File: src/rtl/fft_scheduler.sv
// fft_scheduler: input buffer and two-pass sequencer around an external
// radix-4 butterfly. It gathers a 16-sample frame, feeds the butterfly the
// stage-1 words, and collects the results. It then feeds the transposed
// stage-2 words and streams the four stage-2 results out as the frame result.
// Words pass through bit-exact; the butterfly does all the arithmetic.
module fft_scheduler #(
   parameter int BF_LAT = 1
) (
   input  logic         clk,
   input  logic         rst_n,
   input  logic         i_in_valid,
   output logic         o_in_ready,
   input  logic [33:0]  i_in_data,
   output logic [135:0] o_calc_in,
   output logic [2:0]   o_rotation,
   input  logic [135:0] i_calc_out,
   output logic         o_out_valid,
   output logic [1:0]   o_out_idx,
   output logic [135:0] o_out_data,
   output logic         o_busy
);

   typedef enum logic [2:0] {
      S_LOAD   = 3'd0,
      S_ISSUE1 = 3'd1,
      S_WAIT1  = 3'd2,
      S_ISSUE2 = 3'd3,
      S_WAIT2  = 3'd4
   } state_t;

   state_t         r_state;
   state_t         w_state_next;
   logic [3:0]     r_cnt;
   logic [1:0]     r_g;
   logic [1:0]     w_g1;
   logic [33:0]    r_x [16];
   logic [33:0]    r_y [4][4];
   logic [135:0]   r_calc_in;
   logic [135:0]   w_calc_next;
   logic [2:0]     r_rotation;
   logic [2:0]     w_rot_next;
   // Tag layout: {valid, stage2, idx[1:0]}; entry 0 travels with o_calc_in.
   logic [3:0]     r_tag [BF_LAT+1];
   logic [3:0]     w_tag_next;
   logic           w_accept;
   logic           w_cap_valid;
   logic           w_cap_stage2;
   logic [1:0]     w_cap_idx;
   logic           w_cap1_last;
   logic           w_cap2_last;
   logic [33:0]    w_res [4];
   logic           r_out_valid;
   logic [1:0]     r_out_idx;
   logic [135:0]   r_out_data;
   logic           r_busy;

   // Split the butterfly result into its four complex slots (slot 0 at the MSBs).
   for (genvar gi = 0; gi < 4; gi++) begin : g_res
      assign w_res[gi] = i_calc_out[135-34*gi -: 34];
   end

   assign w_g1         = r_g + 2'd1;
   assign w_accept     = i_in_valid && (r_state == S_LOAD);
   assign w_cap_valid  = r_tag[BF_LAT][3];
   assign w_cap_stage2 = r_tag[BF_LAT][2];
   assign w_cap_idx    = r_tag[BF_LAT][1:0];
   assign w_cap1_last  = w_cap_valid && !w_cap_stage2 && (w_cap_idx == 2'd3);
   assign w_cap2_last  = w_cap_valid &&  w_cap_stage2 && (w_cap_idx == 2'd3);

   assign o_in_ready  = (r_state == S_LOAD);
   assign o_calc_in   = r_calc_in;
   assign o_rotation  = r_rotation;
   assign o_out_valid = r_out_valid;
   assign o_out_idx   = r_out_idx;
   assign o_out_data  = r_out_data;
   assign o_busy      = r_busy;

   // Next state and the word to present to the butterfly next cycle (zero when idle).
   always_comb begin
      w_state_next = r_state;
      w_calc_next  = '0;
      w_rot_next   = 3'd0;
      w_tag_next   = 4'd0;
      case (r_state)
         S_LOAD: begin
            if (w_accept && (r_cnt == 4'd15)) begin
               w_state_next = S_ISSUE1;
               w_calc_next  = {r_x[0], r_x[4], r_x[8], r_x[12]};
               w_rot_next   = 3'd0;
               w_tag_next   = 4'b1000;
            end
         end
         S_ISSUE1: begin
            if (r_g == 2'd3) begin
               w_state_next = S_WAIT1;
            end else begin
               w_calc_next = {r_x[{2'd0, w_g1}], r_x[{2'd1, w_g1}],
                              r_x[{2'd2, w_g1}], r_x[{2'd3, w_g1}]};
               w_rot_next  = {1'b0, w_g1};
               w_tag_next  = {2'b10, w_g1};
            end
         end
         S_WAIT1: begin
            // y[3] lands on this same edge, so its slot 0 comes straight off the bus.
            if (w_cap1_last) begin
               w_state_next = S_ISSUE2;
               w_calc_next  = {r_y[0][0], r_y[1][0], r_y[2][0], w_res[0]};
               w_rot_next   = 3'd4;
               w_tag_next   = 4'b1100;
            end
         end
         S_ISSUE2: begin
            if (r_g == 2'd3) begin
               w_state_next = S_WAIT2;
            end else begin
               w_calc_next = {r_y[0][w_g1], r_y[1][w_g1], r_y[2][w_g1], r_y[3][w_g1]};
               w_rot_next  = {1'b1, w_g1};
               w_tag_next  = {2'b11, w_g1};
            end
         end
         S_WAIT2: begin
            if (w_cap2_last) begin
               w_state_next = S_LOAD;
            end
         end
         default: w_state_next = S_LOAD;
      endcase
   end

   // State register, sample counter and issue-phase counter.
   always_ff @(posedge clk) begin
      if (!rst_n) begin
         r_state <= S_LOAD;
         r_cnt   <= 4'd0;
         r_g     <= 2'd0;
      end else begin
         r_state <= w_state_next;
         if (w_accept) begin
            r_cnt <= r_cnt + 4'd1;
         end
         if ((r_state == S_ISSUE1) || (r_state == S_ISSUE2)) begin
            r_g <= r_g + 2'd1;
         end else begin
            r_g <= 2'd0;
         end
      end
   end

   // Input sample store; contents are meaningless until a frame is loaded.
   always_ff @(posedge clk) begin
      if (rst_n && w_accept) begin
         r_x[r_cnt] <= i_in_data;
      end
   end

   // Butterfly drive registers and the latency tag pipe that follows them.
   always_ff @(posedge clk) begin
      if (!rst_n) begin
         r_calc_in  <= '0;
         r_rotation <= 3'd0;
         for (int i = 0; i <= BF_LAT; i++) begin
            r_tag[i] <= 4'd0;
         end
      end else begin
         r_calc_in  <= w_calc_next;
         r_rotation <= w_rot_next;
         r_tag[0]   <= w_tag_next;
         for (int i = BF_LAT; i > 0; i--) begin
            r_tag[i] <= r_tag[i-1];
         end
      end
   end

   // Stage-1 result capture into the transpose buffer.
   always_ff @(posedge clk) begin
      if (rst_n && w_cap_valid && !w_cap_stage2) begin
         for (int j = 0; j < 4; j++) begin
            r_y[w_cap_idx][j] <= w_res[j];
         end
      end
   end

   // Stage-2 results go straight to the output register; busy spans the frame.
   always_ff @(posedge clk) begin
      if (!rst_n) begin
         r_out_valid <= 1'b0;
         r_out_idx   <= 2'd0;
         r_out_data  <= '0;
         r_busy      <= 1'b0;
      end else begin
         r_out_valid <= w_cap_valid && w_cap_stage2;
         if (w_cap_valid && w_cap_stage2) begin
            r_out_idx  <= w_cap_idx;
            r_out_data <= i_calc_out;
         end
         if (w_accept) begin
            r_busy <= 1'b1;
         end else if (r_out_valid && (r_out_idx == 2'd3)) begin
            r_busy <= 1'b0;
         end
      end
   end

endmodule
File: config.mk
export PLATFORM = sky130hd
export DESIGN_NAME = fft_scheduler
export DESIGN_NICKNAME = d
export VERILOG_FILES = /design/src/rtl/fft_scheduler.sv
export SDC_FILE = /design/constraint.sdc
export NUM_CORES = 2
export LEC_CHECK = 0
export ABC_AREA = 0
export CELL_PAD_IN_SITES_DETAIL_PLACEMENT = 1
export CELL_PAD_IN_SITES_GLOBAL_PLACEMENT = 1
export CORE_MARGIN = 2
export CORE_UTILIZATION = 53
export CTS_BUF_LIST = sky130_fd_sc_hd__clkbuf_16
export DETAILED_ROUTE_END_ITERATION = 8
export PLACE_DENSITY_LB_ADDON = 0.1
export SYNTH_ARGS = -nofsm -noshare
export SYNTH_HDL_FRONTEND = slang
export SYNTH_SLANG_ARGS = --single-unit
export TNS_END_PERCENT = 20
File: constraint.sdc
create_clock -name clk -period 20.4 [get_ports clk]
set_input_delay 4.08 -clock clk [delete_from_list [all_inputs] [get_ports clk]]
set_output_delay 4.08 -clock clk [all_outputs]
set_load 0.03 [all_outputs]
==> results.cfg <==
[outcome]
status = completed

[logic_synthesis]
netlist.top_cell.by_area = edfxtp_1
synth_nets = 2939
synth-async-reset-ratio_pct = 0
postSynthCellCount = 2761
synthMostInstantiatedCell = edfxtp_1
avgSynthCellArea_sq_um = 18.5
synth_edf_count = 1088
synth_cell_types = 32
share_of_the_synthesized_area_in_the_top_cell_type_pct = 64.1
yosysWarnings = 0
synth.top_cells.by_count = 1088 x edfxtp_1, 296 x dfxtp_1, 282 x nand2_1
yosys_register_bits = 1384
synth.cell_area_sq_mm = 0.0510
ys_top_cells_by_area = edfxtp_1 64%, mux4_2 12%, dfxtp_1 12%
synth-seq-area-share_pct = 75.7
dominantRegCellSynth = edfxtp_1

[placement]
buffer_ports.inserted = 452
place_congestion = 0.800
dp.final_hpwl_microns = 87000

[min_path]
hold_path_startpoint = r_tag[0][3]
worstHoldPathType = reg2reg
worstHoldPathCells = 1
worst_hold_path.endpoint = r_tag[0][7]

[timing]
worst_slew_margin_rel_pct = 18.4
min_period_ns = 6.80
fmax_mhz = 147
setup_viol = 0
grt_setup_unrepaired = false
hold-worst-slack_ns = 0.451
post-route-period-util_pct = 33.3
actual_transition_at_the_worst_max_transition_pin_ns = 1.22
final.setup_skew_ns = 0.0286
final-hold-violation-count = 0
maxSlewViolCount = 0
setup-tns-final_ns = 0

[critical_path]
critPathKind = in2reg
cp.arrival_ns = 7.45
critPathSlowestCell = buf_4
path_common_cell = buf_4
reg2reg_setup_slack_ns = 14.84
cp_cell_sequence = buf_4 > and3_4 > buf_4 > buf_4 > a22oi_1 > o21ai_0
rr_startpoint = r_g[0]
r2r.worst_path.cells = 7
worstSetupEndpointType = flip-flop
cp_slowest_stage_delay_ns = 0.90
start_kind = primary input
critPathMaxFanout = 91
regToRegEndpoint = o_calc_in[50]
worstPathRequired_ns = 21.06

[die]
die_area_sq_mm = 0.0987
number_of_cell_rows = 113
initial_utilization_pct = 53.6
boundaryPins = 453
die-width_microns = 314
core_region_area_sq_mm = 0.0952
floorplan.die.height_microns = 314

[global_route]
grt_pass1_wl_microns = 214000
grt_max_degree = 92
grtUsageTotal_pct = 29.9
vias_in_the_first_global_route = 31400
gr-total-overflow = 0
antenna_found_initial = 9

[power]
power.net_switching_uw = 1150
power.ir.vdd_worst_mv = 0.0711
power.clock.fraction_pct = 44.8
pwr_density_cell_mw_per_mm2 = 93.2
internal-power_uw = 4570
power_leakage_uw = 0.0188
power.combinational.fraction_pct = 1.9
sw_frac_of_total_pct = 20.1
share_seq_of_total_power_pct = 53.3
total_power_uw = 5720

[detailed_routing]
vias_per_cell = 6.34
1st_iter_drt_viols = 3157
route.antenna.remaining_nets = 0
route.vias.total = 29200
drc_errors = 0
drt-pass1-iter-count = 5
wl_microns = 146000
routed_wire_length_per_instance_microns = 31.7

[cts]
clk-insertion-delay-late_ns = 0.75
ctsHtreeMaxLevel = 4
cts-hold-fix-buffers = 0
cts.path.max_buffers = 3
cts_repair_resize_count = 0
worst_setup_hold_path_clk_slew_ns = 0.06
number_of_clock_buffers_inserted_by_tritoncts = 141
clkSinkCount = 1384
cts_setup_buffers = 0
cts_tree = built
ctsRootBufferMaster = clkbuf_16

[cells_and_area]
area_delta_synth_final_pct = 20.3
finish.net_count = 3400
final.fill_count = 8088
layout-drive-gt1-share_pct = 16.4

[job]
drv.max_cap_violation_count = 0
sequential cells by signal (all words and copies together) (netlist names):
register / flops
o_busy: 1
o_calc_in: 136
o_out_data: 136
o_out_idx: 2
o_out_valid: 1
o_rotation: 3
r_cnt: 4
r_g: 2
r_state: 3
r_tag: 8
r_x: 544
r_y: 544
cells by family (layout without fill, tap and decap cells):
family          after synthesis  in the layout  share of synthesized area [%]
simple gates                352            352                           2.85
compound gates              552            552                           7.43
fa+ha+maj                     5              5                          0.123
mux                         272            272                           12.0
flops                      1384           1384                           75.7
other cells                   0              3                              0
buf+inv                     192            771                           1.84
xor+xnor                      4              4                         0.0687
metrics by stage:
step                cell area (sq um)  setup WS [ns]  utilization, %  instances
floorplan                       51000           5.20               -       2761
global placement                56800          13.13            59.7       4344
detailed placement              56800          12.93            59.7       4344
CTS                             61300          13.67            64.5       4605
global route                    61300          13.46            64.5       4607
finish                          61300          13.60            64.5       4608
routing by layer:
layer  GRT usage, %  up-vias  wire (microns)
li1               -    12000               -
met1           40.8    15500           57200
met2           49.0     1477           72900
met3           5.33      260           11600
met4           10.1       12            4240
met5              0        -              76
placed cells by master (no fill, tap or decap), types with 2 or more instances in the layout:
master,synthesis,routed
edfxtp_1,1088,1088
clkdlybuf4s50_1,0,451
dfxtp_1,296,295
nand2_1,282,281
a22oi_1,272,272
mux4_2,272,272
clkbuf_16,0,150
a21boi_0,139,139
o21ai_0,96,96
buf_4,24,56
inv_1,3,42
o21ai_1,40,40
clkinv_1,0,31
clkinv_2,0,22
bufinv_16,0,13
nor2_4,0,11
nand3_1,9,9
and2_1,11,7
nor2_1,17,6
and3_1,8,5
nor3_2,0,5
a21oi_1,5,5
and2_4,0,4
nor2b_1,4,4
ha_1,5,4
inv_6,0,4
diode_2,0,3
nand2b_1,4,3
xnor2_1,3,3
nor3_1,7,2
nor3b_2,0,2
and3_4,0,2
nor4_1,2,2
worst max path at each step:
stage | startpoint | end | slack [ns] | cells past startpoint
floorplan | rst_n | r_y[1][0] | 5.20 | 3
global placement | rst_n | o_calc_in[101] | 13.13 | 6
detailed placement | rst_n | o_calc_in[67] | 12.93 | 6
CTS | rst_n | o_calc_in[67] | 13.67 | 6
global route | rst_n | o_calc_in[67] | 13.46 | 6
finish | rst_n | o_calc_in[67] | 13.60 | 6
layout make-up:
type | count | area, sq um | area share (%)
clock buffers | 150 | 3750 | 6.12
repair buffers | 507 | 4930 | 8.04
well taps | 1265 | 1580 | 2.58
diodes | 3 | 7.51 | 0.0122
inverters | 3 | 11.3 | 0.0184
clock inverters | 111 | 822 | 1.34
flip-flops and latches | 1384 | 38600 | 62.9
multi-input cells | 1185 | 11600 | 19.0
critical path: cells and delay by family:
kind / cells / cell delay, ns
buffers and inverters: 3 / 2.43
AOI/OAI and AO/OA: 2 / 0.40
and+or+nand+nor: 1 / 0.35
power by group through the flow:
| stage | Clock (uW) | Sequential [uW] | Combinational [uW] |
|---|---|---|---|
| 2_1_floorplan | 0 | 3110 | 17.2 |
| 3_3_place_gp | 0 | 3110 | 102 |
| 3_5_place_dp | 0 | 3110 | 107 |
| 4_1_cts | 2590 | 3050 | 108 |
| 5_1_grt | 2690 | 3050 | 114 |
| 6_report | 2560 | 3050 | 109 |
Power figures use the tool's default switching activity.
